===== src/rtl/reg_file_2r1w_pkg.sv =====
// Shared constants for the 2-read/1-write register file.
package rf_pkg;

  // Default register width and address width (NREG = 2**ADDR_W).
  localparam int DATA_W_DEF  = 32;
  localparam int ADDR_W_DEF  = 5;

  // Index of the register that can be hardwired to zero.
  localparam int RF_ZERO_IDX = 0;

endpackage : rf_pkg


===== src/rtl/reg_file_2r1w_if.sv =====
// Bus bundle for the register file: one write port and two read ports.
interface reg_file_2r1w_if
  import rf_pkg::*;
#(
  parameter int DATA_W = DATA_W_DEF,
  parameter int ADDR_W = ADDR_W_DEF
);

  logic              we;
  logic [ADDR_W-1:0] waddr;
  logic [DATA_W-1:0] wdata;
  logic [ADDR_W-1:0] raddr1;
  logic [ADDR_W-1:0] raddr2;
  logic [DATA_W-1:0] rdata1;
  logic [DATA_W-1:0] rdata2;

  // The datapath side drives writes and read addresses.
  modport master (
    output we, waddr, wdata, raddr1, raddr2,
    input  rdata1, rdata2
  );

  // The register file consumes them and returns combinational read data.
  modport slave (
    input  we, waddr, wdata, raddr1, raddr2,
    output rdata1, rdata2
  );

endinterface : reg_file_2r1w_if


===== src/rtl/reg_file_2r1w_rf_cell.sv =====
// One storage register: loads d_i when en_i is high, cleared asynchronously by reset.
module rf_cell
  import rf_pkg::*;
#(
  parameter int DATA_W = DATA_W_DEF
) (
  input  logic              clk,
  input  logic              reset,
  input  logic              en_i,
  input  logic [DATA_W-1:0] d_i,
  output logic [DATA_W-1:0] q_o
);

  logic [DATA_W-1:0] data_q;
  logic [DATA_W-1:0] data_d;

  // Hold the current value unless this cell is the write target.
  always_comb begin
    data_d = en_i ? d_i : data_q;
  end

  // Storage with asynchronous clear so reads return 0 as soon as reset rises.
  // NOTE: every storage cell is reset, which costs a clear pin per flop; it is
  // needed here because unwritten registers must never read as X.
  always_ff @(posedge clk or posedge reset) begin
    if (reset) begin
      data_q <= '0;
    end else begin
      // NOTE: non-blocking so all flops update together at the edge.
      data_q <= data_d;
    end
  end

  assign q_o = data_q;

endmodule : rf_cell


===== src/rtl/reg_file_2r1w.sv =====
// General-purpose register file: NREG x DATA_W, one synchronous write port,
// two combinational read ports, optional hardwired-zero r0 and write bypass.
module reg_file_2r1w
  import rf_pkg::*;
#(
  parameter int DATA_W   = DATA_W_DEF,
  parameter int ADDR_W   = ADDR_W_DEF,
  parameter bit ZERO_REG = 1'b1,
  parameter bit BYPASS   = 1'b1
) (
  input  logic                  clk,
  input  logic                  reset,
  reg_file_2r1w_if.slave        rf
);

  localparam int NREG = 2 ** ADDR_W;
  localparam logic [ADDR_W-1:0] ZERO_ADDR = ADDR_W'(RF_ZERO_IDX);

  logic [NREG-1:0]   wen;
  logic              write_live;
  logic              byp1;
  logic              byp2;
  logic [DATA_W-1:0] regs [NREG];
  logic [DATA_W-1:0] rd1;
  logic [DATA_W-1:0] rd2;

  // Write decoder: one-hot cell enable; writes to a hardwired r0 are dropped here.
  always_comb begin
    // NOTE: default first so every path assigns wen and no latch is inferred.
    wen = '0;
    if (rf.we && !(ZERO_REG && (rf.waddr == ZERO_ADDR))) begin
      wen[rf.waddr] = 1'b1;
    end
  end

  // A write is effective exactly when some cell is enabled.
  assign write_live = |wen;

  // Storage array; a hardwired r0 has no cell at all.
  for (genvar i = 0; i < NREG; i++) begin : g_cell
    if (ZERO_REG && (i == RF_ZERO_IDX)) begin : g_zero
      assign regs[i] = '0;
    end else begin : g_reg
      rf_cell #(.DATA_W(DATA_W)) u_cell (
        .clk   (clk),
        .reset (reset),
        .en_i  (wen[i]),
        .d_i   (rf.wdata),
        .q_o   (regs[i])
      );
    end
  end

  // Bypass hit per port; reset suppresses forwarding so reads stay 0.
  always_comb begin
    byp1 = BYPASS && !reset && write_live && (rf.raddr1 == rf.waddr);
    byp2 = BYPASS && !reset && write_live && (rf.raddr2 == rf.waddr);
  end

  // Read muxes with same-cycle forwarding of the incoming write data.
  always_comb begin
    rd1 = regs[rf.raddr1];
    rd2 = regs[rf.raddr2];
    if (byp1) rd1 = rf.wdata;
    if (byp2) rd2 = rf.wdata;
  end

  assign rf.rdata1 = rd1;
  assign rf.rdata2 = rd2;

endmodule : reg_file_2r1w


===== src/flat_wrapper.sv =====
// flat-port wrapper written by rule: the top's interface ports become plain ports
module reg_file_2r1w_flat import rf_pkg::*;
#(
  parameter int DATA_W   = DATA_W_DEF,
  parameter int ADDR_W   = ADDR_W_DEF,
  parameter bit ZERO_REG = 1'b1,
  parameter bit BYPASS   = 1'b1
)
  (clk, reset, rf_we, rf_waddr, rf_wdata, rf_raddr1, rf_raddr2, rf_rdata1, rf_rdata2);
  reg_file_2r1w_if #(.DATA_W(DATA_W), .ADDR_W(ADDR_W)) rf_i ();
  input  logic clk;
  input  logic reset;
  input wire logic [$bits(rf_i.we)-1:0] rf_we;
  input wire logic [$bits(rf_i.waddr)-1:0] rf_waddr;
  input wire logic [$bits(rf_i.wdata)-1:0] rf_wdata;
  input wire logic [$bits(rf_i.raddr1)-1:0] rf_raddr1;
  input wire logic [$bits(rf_i.raddr2)-1:0] rf_raddr2;
  output wire logic [$bits(rf_i.rdata1)-1:0] rf_rdata1;
  output wire logic [$bits(rf_i.rdata2)-1:0] rf_rdata2;
  assign rf_i.we = rf_we;
  assign rf_i.waddr = rf_waddr;
  assign rf_i.wdata = rf_wdata;
  assign rf_i.raddr1 = rf_raddr1;
  assign rf_i.raddr2 = rf_raddr2;
  assign rf_rdata1 = rf_i.rdata1;
  assign rf_rdata2 = rf_i.rdata2;
  reg_file_2r1w #(.DATA_W(DATA_W), .ADDR_W(ADDR_W), .ZERO_REG(ZERO_REG), .BYPASS(BYPASS)) u_core (.clk(clk), .reset(reset), .rf(rf_i));
endmodule

===== config.mk =====
export PLATFORM = sky130hd
export DESIGN_NAME = reg_file_2r1w_flat
export DESIGN_NICKNAME = d
export VERILOG_FILES = /design/src/rtl/reg_file_2r1w_pkg.sv /design/src/rtl/reg_file_2r1w_if.sv /design/src/rtl/reg_file_2r1w_rf_cell.sv /design/src/rtl/reg_file_2r1w.sv /design/src/flat_wrapper.sv
export SDC_FILE = /design/constraint.sdc
export NUM_CORES = 2
export LEC_CHECK = 0
export CAP_MARGIN = 0
export CORE_MARGIN = 8
export CORE_UTILIZATION = 50
export DETAILED_ROUTE_END_ITERATION = 10
export HOLD_SLACK_MARGIN = 0.06
export PLACE_DENSITY_LB_ADDON = 0.05
export RECOVER_POWER = 100
export SYNTH_ARGS = -nofsm -noshare
export SYNTH_HDL_FRONTEND = slang
export SYNTH_SLANG_ARGS = --single-unit

===== constraint.sdc =====
create_clock -name clk -period 43.9 [get_ports clk]
set_input_delay 13.17 -clock clk [delete_from_list [all_inputs] [get_ports clk]]
set_output_delay 13.17 -clock clk [all_outputs]
set_load 0.01 [all_outputs]

==> flow_summary.yaml <==
run_status:
  status: "finished with violations"
  violations: "max-capacitance violations, max-slew violations"
sta:
  fin_crit_sh_pct: 81.1
  finalHoldViolations: 0
  tns_ps: 0
  relSlewSlack_pct: -238
  grt_setup_unrepaired: "no"
  fin_ws_ps: 8310
  fmax_mhz: 28.1
  finalClockSkew_ps: 0
  fin_crit_ps: 35590
  maxSlewViolCount: 2171
  setup_violations: 0
  worst_pin_slew_ps: 5040
drt:
  dr.pass1.iters: 7
  wl_um: 179000
  vias_per_cell: 6.98
  ant_nets: 0
  initialDrtViolationCount: 3636
  via_count: 35455
  wl_per_cell_um: 35.1
  drc_errors: 0
die:
  row_count: 119
  die_h_um: 342
  core_um2: 105000
  die-width_um: 342
  io_pins: 114
  dieArea_um2: 117000
  start_util_pct: 50.5
finish:
  multi_input_area_um2: 26600
  fillers: 8454
  final_cells: 5082
  largest_register_ffs: 992
  area_delta_synth_final_pct: 10.8
  layout-drive-gt1-share_pct: 47.4
  fin_area_um2: 59000
  nets: 3643
  regArea_um2: 24800
power_and_ir_drop:
  p_sw_w: 0.000754
  p_clk_share_pct: 36.0
  p_int_w: 0.00203
  seq_power_share_pct: 44.0
  peakVddDrop_mv: 0.0314
  switching_share_pct: 27.1
  power_density_nw_per_um2: 47.3
  p_leak_nw: 24.9
  comb_power_share_pct: 19.9
place:
  place_congestion: 0.811
  hpwl_um: 96300
  dp_cells: 4869
  place_ws_ps: 12780
  place_area_um2: 55300
  port_buffers: 113
synthesis:
  synth_edf_count: 0
  syn_area_per_cell_um2: 14.5
  ys_types: 44
  synth_top_area_share_pct: 46.7
  yosysSeqAreaShare_pct: 46.7
  synth-seq-cells: 992
  yosysWarnings: 0
  synthTopCellsByArea: "dfrtp_1 (47%), mux2_2 (22%), mux4_2 (18%)"
  synthesis.instances: 3674
  synth_ff_type: "dfrtp_1"
  syn-cell-area_um2: 53200
  synth_area_leader_cell: "dfrtp_1"
  syn_nets: 3724
  async_reset_ff_share_pct: 100
clock_tree:
  htreeDepth: 3
  cts_resized: 0
  clk_latency_ps: 700
  cts_buffers: 113
  cts_tree: "done"
  clockBufferDepth: 3
  holdBufCountCts: 0
  cts_num_sinks: 992
  cts-root-buf: "clkbuf_16"
  post-cts-setup-buffers: 0
  clkTransAtPathRegs_ps: 60
grt:
  antenna_found_initial: 8
  gr-total-overflow: 0
  grt_pass1_vias: 37022
  grt_pass1_wl_um: 262000
  grt_max_degree: 172
  grt_usage_pct: 30.3
run:
  cap_violations: 63
setup_path:
  cp_data_arrival_time_ps: 22420
  cp-start-kind: "primary input"
  cp_max_fo: 78
  worstPathRequired_ps: 30730
  end_kind: "output port"
  crit_type: "in2out"
  reg2reg_setup_slack_ps: 42970
hold_path:
  hold_class: "reg2reg"
-- metal layers --
layer	vias to the layer above	track usage [%]	part of all wire (%)
met5	-	0	0.026
met4	6	10.7	4.0
met3	443	7.08	8.5
met2	1764	45.8	45
met1	19160	43.1	42
li1	14082	-	-
-- through the flow --
step | hold slack, ps | utilization [%] | power, W
global placement | 475 | 52.4 | 0.00176
finish | 503 | 55.9 | 0.00279
CTS | 503 | 56.2 | 0.00280
global route | 527 | 55.9 | 0.00290
floorplan | 461 | - | 0.00162
detailed placement | 490 | 52.4 | 0.00180
-- worst paths after layout --
| path | from | to | depth (start not counted) |
|---|---|---|---|
| max in group asynchronous | reset | u_core.g_cell[7].g_reg.u_cell.q_o[1]$_DFFE_PP0P_ | 5 |
| min | u_core.g_cell[17].g_reg.u_cell.q_o[30]$_DFFE_PP0P_ | u_core.g_cell[17].g_reg.u_cell.q_o[30]$_DFFE_PP0P_ | 2 |
| max reg2reg | u_core.g_cell[5].g_reg.u_cell.q_o[31]$_DFFE_PP0P_ | u_core.g_cell[5].g_reg.u_cell.q_o[31]$_DFFE_PP0P_ | 2 |
| min reg2reg | u_core.g_cell[17].g_reg.u_cell.q_o[30]$_DFFE_PP0P_ | u_core.g_cell[17].g_reg.u_cell.q_o[30]$_DFFE_PP0P_ | 2 |
| max | rf_raddr1[0] | rf_rdata1[21] | 10 |
| min in group asynchronous | reset | u_core.g_cell[16].g_reg.u_cell.q_o[5]$_DFFE_PP0P_ | 2 |
-- critical path, cell delays in order --
cell and delay [ps]:
buf_8 660, clkbuf_1 2420, clkbuf_1 1830, nor2b_1 1480
clkbuf_1 1030, a22oi_1 430, o21ai_0 120, nand2_1 110
a31oi_1 190, dlygate4sd3_1 840
-- Yosys cell counts, types with 6 or more instances --
cell / count
mux2i_1: 64
xor2_1: 6
buf_1: 46
nand2_1: 151
a22o_1: 30
a221oi_1: 60
mux4_2: 417
o22ai_1: 30
dfrtp_1: 992
o21ai_0: 66
buf_4: 13
nor2_1: 53
mux2_2: 1023
a22oi_1: 130
a2111oi_2: 30
clkbuf_1: 212
o31ai_1: 60
and3_1: 34
nor2b_1: 36
buf_6: 12
a31oi_1: 33
buf_2: 125
-- cell type report --
cell class | count | share of cell area, %
antenna | 4 | 0.0170
clock buffer | 166 | 5.70
clock inverter | 43 | 1.06
inverter | 4 | 0.0361
multi-input combinational | 2270 | 45.2
sequential | 992 | 42.1
tap | 1391 | 2.95
timing repair buffer | 212 | 2.96
-- cells in the final DEF, fill, tap and decap left out, types with 64 or more instances in the layout --
master | Yosys | final
a22oi_1 | 130 | 130
clkbuf_1 | 212 | 67
clkbuf_16 | 0 | 114
dfrtp_1 | 992 | 992
mux2_2 | 1023 | 1021
mux2i_1 | 64 | 64
mux4_2 | 417 | 417
nand2_1 | 151 | 140
o21ai_0 | 66 | 66
-- power groups by stage --
stage,Sequential (W),Combinational [W],Clock [W]
after floorplan,0.00119,0.000431,0
after global placement,0.00122,0.000544,0
after detailed placement,0.00124,0.000559,0
after CTS,0.00122,0.000561,0.00102
after global routing,0.00125,0.000594,0.00106
final,0.00123,0.000555,0.00100
-- cell families (layout without fill, tap and decap cells) --
family / Yosys count / in the layout / synth area share, %
XOR/XNOR: 10 / 10 / 0.165
AND/OR/NAND/NOR: 309 / 309 / 2.71
multiplexers: 1504 / 1504 / 40.5
flip-flops: 992 / 992 / 46.7
buffers and inverters: 412 / 425 / 3.46
other: 0 / 4 / 0
AO/OA/AOI/OAI: 447 / 447 / 6.48
Note: power is estimated with default switching activity, not from simulation.
